## src/rtl/pipe_rc_adder.sv

```systemverilog
// rtl/pipe_rc_adder.sv - pipelined ripple-carry adder/subtractor, one CHUNK slice per stage
//
// Purpose:
//   Adds (or subtracts) two WIDTH-bit operands, resolving CHUNK bits per
//   pipeline stage with the carry registered between stages. One result
//   per cycle, valid/ready handshake on both sides, global stall enable.
//
// Ports:
//   clk        rising-edge clock
//   rst_n      asynchronous active-low reset
//   in_valid   operand set present
//   in_ready   operand set accepted this cycle when in_valid is high
//   A, B       operands (WIDTH bits)
//   C          carry-in, used only when Sub = 0
//   Sub        0: A + B + C, 1: A - B
//   out_valid  result present
//   out_ready  downstream accepts the result
//   S          sum or difference (modulo 2^WIDTH)
//   Carry      carry out of the MSB (subtract: 1 = no borrow)
//   Ovf        two's-complement signed overflow

module pipe_rc_adder #(
  parameter int WIDTH = 16,
  parameter int CHUNK = 4
) (
  input  logic             clk,
  input  logic             rst_n,
  input  logic             in_valid,
  output logic             in_ready,
  input  logic [WIDTH-1:0] A,
  input  logic [WIDTH-1:0] B,
  input  logic             C,
  input  logic             Sub,
  output logic             out_valid,
  input  logic             out_ready,
  output logic [WIDTH-1:0] S,
  output logic             Carry,
  output logic             Ovf
);

  localparam int STAGES = WIDTH / CHUNK;
  localparam int LAST   = STAGES - 1;

  // Register level 0 is the operand capture; level k+1 holds the result of
  // stage k. Operands are only needed up to the last stage's input.
  logic             vld     [0:STAGES];
  logic             cy      [0:STAGES];
  logic [WIDTH-1:0] psum    [0:STAGES];
  logic [WIDTH-1:0] op_a    [0:LAST];
  logic [WIDTH-1:0] op_b    [0:LAST];
  logic             ovf_q;

  logic [CHUNK:0]   slice_sum [0:LAST];
  logic [WIDTH-1:0] psum_next [0:LAST];
  logic             ovf_next;
  logic             en;

  // A single enable freezes the whole pipe whenever the output is blocked.
  assign en       = !vld[STAGES] || out_ready;
  assign in_ready = en;

  always_comb begin
    for (int k = 0; k < STAGES; k++) begin
      slice_sum[k] = {1'b0, op_a[k][k*CHUNK +: CHUNK]}
                   + {1'b0, op_b[k][k*CHUNK +: CHUNK]}
                   + {{CHUNK{1'b0}}, cy[k]};
      // Lower slices already resolved ride along (skew registers).
      psum_next[k] = psum[k];
      psum_next[k][k*CHUNK +: CHUNK] = slice_sum[k][CHUNK-1:0];
    end
    // Carry into the MSB equals a ^ b ^ s at that bit, so overflow is
    // carry_out ^ a_msb ^ b_msb ^ s_msb; B is already inverted for Sub.
    ovf_next = slice_sum[LAST][CHUNK] ^ op_a[LAST][WIDTH-1]
             ^ op_b[LAST][WIDTH-1] ^ slice_sum[LAST][CHUNK-1];
  end

  always_ff @(posedge clk or negedge rst_n) begin
    if (!rst_n) begin
      for (int k = 0; k <= STAGES; k++) begin
        vld[k]  <= 1'b0;
        cy[k]   <= 1'b0;
        psum[k] <= '0;
      end
      for (int k = 0; k < STAGES; k++) begin
        op_a[k] <= '0;
        op_b[k] <= '0;
      end
      ovf_q <= 1'b0;
    end else if (en) begin
      // Subtract is folded in at capture: A + ~B + 1, C ignored.
      vld[0]  <= in_valid;
      op_a[0] <= A;
      op_b[0] <= Sub ? ~B : B;
      cy[0]   <= Sub | C;
      psum[0] <= '0;
      for (int k = 0; k < STAGES; k++) begin
        vld[k+1]  <= vld[k];
        cy[k+1]   <= slice_sum[k][CHUNK];
        psum[k+1] <= psum_next[k];
      end
      for (int k = 0; k < LAST; k++) begin
        op_a[k+1] <= op_a[k];
        op_b[k+1] <= op_b[k];
      end
      ovf_q <= ovf_next;
    end
  end

  assign out_valid = vld[STAGES];
  assign S         = psum[STAGES];
  assign Carry     = cy[STAGES];
  assign Ovf       = ovf_q;

endmodule

```

## config.mk

```make
export PLATFORM = sky130hd
export DESIGN_NAME = pipe_rc_adder
export DESIGN_NICKNAME = d
export VERILOG_FILES = /design/src/rtl/pipe_rc_adder.sv
export SDC_FILE = /design/constraint.sdc
export NUM_CORES = 1
export LEC_CHECK = 0
export CORE_MARGIN = 4
export CORE_UTILIZATION = 60
export CTS_CLUSTER_SIZE = 14
export DETAILED_ROUTE_END_ITERATION = 8
export MAX_ROUTING_LAYER = met4
export PLACE_DENSITY = 0.82
export SLEW_MARGIN = 20
export SYNTH_ARGS = -nofsm -noshare
export SYNTH_HDL_FRONTEND = slang
export SYNTH_SLANG_ARGS = --single-unit
```

## constraint.sdc

```tcl
create_clock -name clk -period 4.8 [get_ports clk]
set_input_delay 0.72 -clock clk [delete_from_list [all_inputs] [get_ports clk]]
set_output_delay 0.72 -clock clk [all_outputs]
set_load 0.02 [all_outputs]
```

==> results of run 1 <==
==> registers in the layout, summed over array words and instances (netlist names) <==
name and cells:
op_b 40, S 16, vld 4, Carry 1, Ovf 1, out_valid 1
psum 24, cy 4, op_a 40
==> final cells by class <==
| class | count | area [µm²] |
|---|---|---|
| tap | 111 | 138.9 |
| fill | 647 | 2475 |
| clock inverter | 14 | 153.9 |
| timing repair buffer | 61 | 601.8 |
| clock buffer | 18 | 427.9 |
| multi-input combinational | 425 | 2078 |
| sequential | 131 | 3278 |
| inverter | 11 | 42.54 |
==> synth_stat cells, types with 2 or more instances <==
master,n
dfrtp_1,131
o21ai_0,31
a21o_1,3
a21oi_1,13
xnor2_1,16
nand3_1,2
buf_4,17
xor2_1,7
ha_1,12
clkbuf_1,7
nor2b_1,4
nand2_1,307
fa_1,8
nor2_1,13
buf_2,22
inv_1,10
==> worst max-delay path, delay by kind of cell <==
kind                   cells  cell delay, ns
and+or+nand+nor            1            0.13
buffers and inverters      3            1.24
==> power breakdown <==
| part | leakage (nW) | internal [mW] | total, mW | switching, mW |
|---|---|---|---|---|
| clock | 0.266 | 0.757 | 1.25 | 0.493 |
| combinational | 1.51 | 0.667 | 1.58 | 0.912 |
| sequential | 1.58 | 1.60 | 1.90 | 0.296 |
==> layer usage <==
metal	up-vias	GRT usage, %	share of wire [%]
met5	-	-	0
met4	0	7.310	0.58
met3	6	4.756	4.5
met2	93	33.36	50
met1	1983	27.28	45
li1	1957	-	-
==> stage by stage <==
stage | hold slack, ns | utilization [%] | cell area (µm²) | total power [mW]
after floorplan | 0.4244 | - | 5654 | 3.059
after global placement | 0.4461 | 66.76 | 6140 | 3.359
after detailed placement | 0.4563 | 66.76 | 6140 | 3.454
after CTS | 0.2642 | 73.09 | 6721 | 4.767
after global routing | 0.2946 | 73.09 | 6721 | 5.081
final | 0.2411 | 73.09 | 6721 | 4.728
==> layout by cell type, fill, tap and decap left out, types with 7 or more instances in the layout <==
cell | synthesis | routed
a21oi_1 | 13 | 13
clkdlybuf4s50_1 | 0 | 56
nor2_1 | 13 | 13
inv_1 | 10 | 10
ha_1 | 12 | 12
nand2_1 | 307 | 307
xor2_1 | 7 | 7
clkbuf_16 | 0 | 16
dfrtp_1 | 131 | 131
xnor2_1 | 16 | 16
fa_1 | 8 | 8
o21ai_0 | 31 | 31
==> cell families after synthesis <==
group           Yosys count  share of synthesized area, %
fa+ha+maj                20                         5.488
xor+xnor                 23                         3.563
buf+inv                  57                         5.400
flops                   131                         57.98
compound gates           53                         5.289
simple gates            329                         22.28
==> worst max path at each step <==
stage                          from  endpoint
after floorplan           out_ready  in_ready
after global placement    out_ready  in_ready
after detailed placement  out_ready  psum[39]
after CTS                 out_ready  in_ready
after global routing      out_ready  in_ready
final                     out_ready  in_ready
==> flow_summary.json, run 1 <==
{
  "outcome": "completed",
  "synth_top_cell_by_area": "dfrtp_1",
  "grt_start_max_net_pins": 111,
  "netlist_top_cells_area": "dfrtp_1 58%, nand2_1 20%, fa_1 2.8%",
  "layout_setup_ws_ns": 1.980,
  "first_pass_iters": 6,
  "die_x_um": 105.1,
  "hold_viol_final": 0,
  "dp_hpwl_mm": 6.280,
  "syn_area_um2": 5654,
  "reg2reg_to": "Ovf",
  "grt_pass1_wl_mm": 18.33,
  "leakagePower_nw": 3.363,
  "cts.htree.levels": 4,
  "ys_types": 26,
  "critPathKind": "input port to output pin",
  "endpoint_kind": "output pin",
  "ir_worst_vdd_v": 0.0003471,
  "synth_ff_type": "dfrtp_1",
  "row_count": 35,
  "yosys_warnings": 0,
  "instances_no_fill": 771,
  "final_max_slew_viol_count": 0,
  "syn2layout_area_growth_pct": 18.88,
  "io_pins": 58,
  "gp_congestion": 0.8113,
  "reg2reg_depth": 6,
  "synth-edff-count": 0,
  "die_area_um2": 11040,
  "via_count": 4039,
  "powerDensity_nw_per_um2": 703.4,
  "setup_viol": 0,
  "gr-total-overflow": 0,
  "grt_pass1_vias": 4055,
  "r2r_start": "cy[1]",
  "wl_per_cell_um": 13.75,
  "cts_tree": "yes",
  "clock-sinks": 131,
  "clk_latency_ns": 0.51,
  "timing.fmax_mhz": 354.6,
  "cts-buffers-inserted": 17,
  "drt_iter0_drc": 241,
  "slowest_stage": "clkdlybuf4s50_1",
  "netlist_instances": 613,
  "synth_seq_cells": 131,
  "crit_fanout": 15,
  "relSlewSlack_pct": 31.75,
  "nets": 705,
  "post_cts_resized": 0,
  "arrival_ns": 2.10,
  "grt_usage_pct": 21.15,
  "yosysSeqAreaShare_pct": 57.98,
  "crit_top_cell": "clkdlybuf4s50_1",
  "cts_buffer_depth": 2,
  "setup.worst_path.start_class": "input port",
  "fin_setup_tns_ns": 0,
  "syn_area_per_cell_um2": 9.224,
  "wl_mm": 10.60,
  "drc": 0,
  "synthArstFlopShare_pct": 100.0,
  "cts-root-buf": "clkbuf_8",
  "dieHeight_um": 105.1,
  "clkTransAtPathRegs_ns": 0.06,
  "dp_slack_ns": 1.932,
  "via_per_inst": 5.239,
  "antenna_found_initial": 0,
  "skew_ns": 0.009090,
  "hp-class": "input port to async pin",
  "cpPeakStageDelay_ns": 0.60,
  "required_ns": 4.08,
  "hold_buffers": 0,
  "finalCriticalPeriod_ns": 2.820,
  "synth.net_count": 671,
  "dp.cells": 739,
  "max_cap_violations": 0,
  "core_um2": 9196,
  "path_cells": "clkdlybuf4s50_1 -> nor2b_4 -> clkinv_2 -> clkdlybuf4s50_1",
  "start_util_pct": 61.48,
  "ant_nets": 0,
  "cts_setup_buffers": 0,
  "port_buffers": 57,
  "tightest_slew_ns": 1.024,
  "rsz0062_at_grt": "false",
  "num_antenna_cells": 0,
  "period_share_pct": 58.76,
  "ff2ff_setup_slack_ns": 2.65,
  "synth_top_cell_area_share_pct": 57.98,
  "drive_gt1_share_pct": 6.364
}
(Power assumes the default switching activity.)
==> run 2, diff against run 1 <==
--- a/config.mk
+++ b/config.mk
@@ -6,11 +6,11 @@
 export NUM_CORES = 1
 export LEC_CHECK = 0
 export CORE_MARGIN = 4
-export CORE_UTILIZATION = 60
+export CORE_UTILIZATION = 56
 export CTS_CLUSTER_SIZE = 14
 export DETAILED_ROUTE_END_ITERATION = 8
 export MAX_ROUTING_LAYER = met4
-export PLACE_DENSITY = 0.82
+export PLACE_DENSITY = 0.77
 export SLEW_MARGIN = 20
 export SYNTH_ARGS = -nofsm -noshare
 export SYNTH_HDL_FRONTEND = slang
==> constraint.sdc (replaced) <==
create_clock -name clk -period 2.93 [get_ports clk]
set_input_delay 0.4395 -clock clk [delete_from_list [all_inputs] [get_ports clk]]
set_output_delay 0.4395 -clock clk [all_outputs]
set_load 0.02 [all_outputs]
==> run 2 against run 1 <==
  * Clock skew shrank 0.0027 ns
  * Total power grew 63%
  * Flip-flop and latch count is the same
  * Wire length shrank 2.3%
==> flow_summary.json, run 2 (synthesis gave the netlist of run 1 again) <==
{
  "outcome": "completed",
  "drive_gt1_share_pct": 6.617,
  "wl_mm": 10.36,
  "die_x_um": 108.5,
  "use_met1_pct": 25.58,
  "reg2reg_to": "op_b[51]",
  "top_regs": "op_a (40), op_b (40), psum (24)",
  "grt_pass1_wl_mm": 17.93,
  "dp.cells": 765,
  "endpoint_kind": "output pin",
  "gr-total-overflow": 0,
  "cts_tree": "yes",
  "via_count": 3935,
  "clock-sinks": 131,
  "cts.htree.levels": 4,
  "reg2reg_depth": 4,
  "crit_fanout": 25,
  "period_share_pct": 83.53,
  "utilization_pct": 69.11,
  "hold_viol_final": 0,
  "post_cts_resized": 0,
  "finalCriticalPeriod_ns": 2.447,
  "final_max_slew_viol_count": 0,
  "gp_congestion": 0.7982,
  "r2r_start": "out_valid",
  "clk_latency_ns": 0.51,
  "powerDensity_nw_per_um2": 1135,
  "skew_ns": 0.006386,
  "clkTransAtPathRegs_ns": 0.06,
  "grt_pass1_vias": 3985,
  "start_util_pct": 57.58,
  "grt_start_max_net_pins": 74,
  "critPathKind": "flop to output pin",
  "grt_use_met2_pct": 31.38,
  "tightest_slew_ns": 0.6636,
  "min_path_cells": 2,
  "cpPeakStageDelay_ns": 0.65,
  "nets": 710,
  "via_per_inst": 4.931,
  "max_cap_violations": 0,
  "instances_no_fill": 798,
  "dieHeight_um": 108.5,
  "ff2ff_setup_slack_ns": 0.76,
  "die_area_um2": 11770,
  "place_area_um2": 6197,
  "io_pins": 58,
  "first_pass_iters": 7,
  "setup.worst_path.start_class": "flop",
  "row_count": 36,
  "hp-start": "S[7]",
  "drc": 0,
  "relSlewSlack_pct": 55.76,
  "ant_nets": 0,
  "core_um2": 9819,
  "hp-class": "flop to flop",
  "arrival_ns": 2.01,
  "whs_ns": 0.4601,
  "use_met3_pct": 5.075,
  "final_common_cell": "nand2_1",
  "port_buffers": 57,
  "rsz0062_at_grt": "false",
  "setup_viol": 0,
  "antenna_found_initial": 0,
  "grt-busiest-layer": "met2",
  "grt_usage_pct": 20.10,
  "leakagePower_nw": 3.399,
  "dp_slack_ns": 0.3289,
  "syn2layout_area_growth_pct": 20.03,
  "num_antenna_cells": 0,
  "wl_per_cell_um": 12.98,
  "timing.fmax_mhz": 408.6,
  "slowest_stage": "clkdlybuf4s50_1",
  "path_cells": "nor2b_4 -> clkinv_2 -> clkdlybuf4s50_1",
  "layout_setup_ws_ns": 0.4827,
  "fin_setup_tns_ns": 0,
  "layout_common_cells": "307 x nand2_1, 131 x dfrtp_1, 56 x clkdlybuf4s50_1",
  "min_to": "S[7]",
  "fin_area_um2": 6787,
  "cts-root-buf": "clkbuf_8",
  "dp_hpwl_mm": 6.288,
  "cts-buffers-inserted": 17,
  "required_ns": 2.49,
  "ir_worst_vdd_v": 0.0005573,
  "total_power_mw": 7.700,
  "cts_buffer_depth": 2,
  "drt_iter0_drc": 224
}
-- run 2: routing by layer --
layer  vias up  routed length [µm]
met1      1882                4720
met2        77                5038
met5         -                   0
li1       1964                   -
met4         0                 131
met3        12                 465
-- run 2: worst max-delay path by stage --
stage                     to       from  slack, ns  cells after the start
detailed placement  op_b[51]  out_ready       0.33                      5
finish              in_ready  out_valid       0.48                      3
global placement    op_b[63]  out_ready       0.39                      5
CTS                 in_ready  out_valid       0.43                      3
global route        in_ready  out_valid       0.37                      3
floorplan                Ovf      cy[1]       1.02                      6
-- run 2: power by group --
| group | total [mW] | internal (mW) | switching (mW) | leakage [nW] |
|---|---|---|---|---|
| clock | 2.03 | 1.29 | 0.738 | 0.280 |
| combinational | 2.57 | 1.10 | 1.47 | 1.54 |
| sequential | 3.10 | 2.63 | 0.474 | 1.58 |
| total | 7.70 | 5.02 | 2.68 | 3.40 |
-- run 2: cell type report --
| cell class | instances | area, µm² |
|---|---|---|
| multi-input combinational | 425 | 2078 |
| clock inverter | 9 | 102.6 |
| inverter | 11 | 42.54 |
| timing repair buffer | 66 | 641.9 |
| sequential | 131 | 3278 |
| fill | 771 | 3033 |
| clock buffer | 23 | 476.7 |
| tap | 133 | 166.4 |
-- run 2: repair_timing --
item,4_1_cts,5_1_grt
buffers inserted,0,0
hold endpoints to repair,70,0
hold buffers,1,0
-- run 2: worst max-delay path, delay by kind of cell, from the launching register on --
family	cells	cell delay (ns)
simple gates	1	0.17
flops	1	0.39
buf+inv	2	0.94
==> run 3, diff against run 2 <==
==> constraint.sdc (replaced) <==
create_clock -name clk -period 2.42 [get_ports clk]
set_input_delay 0.363 -clock clk [delete_from_list [all_inputs] [get_ports clk]]
set_output_delay 0.363 -clock clk [all_outputs]
set_load 0.02 [all_outputs]
==> run 3 against run 2 <==
  * Flip-flop and latch count unchanged
  * Sequential share of layout area about the same
  * Highest routed layer unchanged
  * Die area unchanged
  * Largest power group unchanged
==> flow_summary.json, run 3 (synthesis gave the netlist of run 1 again) <==
{
  "final_max_slew_viol_count": 0,
  "drive_gt1_share_pct": 6.344,
  "critPathKind": "flop to output pin",
  "skew_ns": 0.01764,
  "relSlewSlack_pct": 63.89,
  "fin_area_um2": 6789,
  "hold_buffers": 1,
  "final_common_cell": "nand2_1",
  "die_x_um": 108.5,
  "clock-sinks": 131,
  "endpoint_kind": "output pin",
  "syn2layout_area_growth_pct": 20.07,
  "setup_viol": 0,
  "die_area_um2": 11770,
  "place_area_um2": 6212,
  "cts_tree": "yes",
  "cts.htree.levels": 4,
  "ir_worst_vdd_v": 0.001071,
  "cts_buffer_depth": 2,
  "powerDensity_nw_per_um2": 1368,
  "cts_setup_buffers": 0,
  "clkTransAtPathRegs_ns": 0.06,
  "reg2reg_depth": 6,
  "cts-buffers-inserted": 17,
  "dieHeight_um": 108.5,
  "layout_common_cells": "307 x nand2_1, 131 x dfrtp_1, 56 x clkdlybuf4s50_1",
  "row_count": 36,
  "hp-class": "input port to flop",
  "cts-root-buf": "clkbuf_8",
  "drt_iter0_drc": 218,
  "grt_pass1_vias": 3923,
  "wl_mm": 10.17,
  "antenna_found_initial": 0,
  "total_power_mw": 9.291,
  "whs_ns": 0.3704,
  "finalCriticalPeriod_ns": 2.174,
  "post_cts_resized": 0,
  "hold_viol_final": 0,
  "arrival_ns": 1.81,
  "leakagePower_nw": 3.385,
  "setup.worst_path.start_class": "flop",
  "grt_start_max_net_pins": 139,
  "clk_latency_ns": 0.52,
  "drc": 0,
  "ant_nets": 0,
  "via_count": 3909,
  "top_regs": "op_a (40), op_b (40), psum (24)",
  "port_buffers": 57,
  "ff2ff_setup_slack_ns": 0.28,
  "start_util_pct": 57.58,
  "timing.fmax_mhz": 460.0,
  "dp_hpwl_mm": 6.269,
  "gr-total-overflow": 0,
  "crit_fanout": 2,
  "core_um2": 9819,
  "max_cap_violations": 0,
  "tightest_slew_ns": 0.5417,
  "rsz0062_at_grt": "false",
  "fill_cells": 818,
  "gp_congestion": 0.7939,
  "via_per_inst": 4.917,
  "utilization_pct": 69.14,
  "io_pins": 58,
  "period_share_pct": 89.82,
  "grt_usage_pct": 19.80,
  "min_path_cells": 3,
  "num_antenna_cells": 0,
  "fin_setup_tns_ns": 0,
  "first_pass_iters": 5,
  "wl_per_cell_um": 12.79,
  "grt_pass1_wl_mm": 17.57,
  "required_ns": 2.06,
  "nets": 707,
  "outcome": "completed"
}
==> run 3: per-layer routing <==
layer / wire length (µm) / track usage [%]
met1: 4639 / 24.79
met2: 4890 / 30.45
met3: 449 / 5.373
met4: 192 / 8.656
met5: 0 / -
==> run 3: where the power goes <==
| group | internal (mW) | total (mW) | switching (mW) |
|---|---|---|---|
| sequential | 3.18 | 3.76 | 0.577 |
| clock | 1.49 | 2.40 | 0.916 |
| combinational | 1.34 | 3.13 | 1.79 |
==> run 3: worst paths after layout <==
kind	endpoint	from
worst min register to register	vld[1]	vld[1]
max in group asynchronous	op_b[53]	rst_n
worst min-delay path	op_a[60]	A[12]
min in group asynchronous	S[5]	rst_n
worst max-delay path	in_ready	out_valid
worst max register to register	Ovf	cy[1]
==> run 3: worst max-delay path: stages, from the launching register on <==
cell and delay, ns:
dfrtp_1 0.41, nor2b_4 0.22, clkinv_2 0.09, clkdlybuf4s50_1 0.57
==> run 3: area by class of cell <==
type	count	area [µm²]	area share [%]
multi-input cells	425	2078	30.61
well taps	133	166.4	2.451
repair buffers	63	656.9	9.676
flip-flops and latches	131	3278	48.29
inverters	11	42.54	0.6266
clock buffers	19	431.7	6.358
clock inverters	13	135.1	1.990
==> run 3: metrics by stage <==
step	setup slack, ns	instances
final	0.2463	795
after global routing	0.1814	795
after CTS	0.2202	795
after detailed placement	0.3113	762
after global placement	0.4013	762
after floorplan	0.5088	613
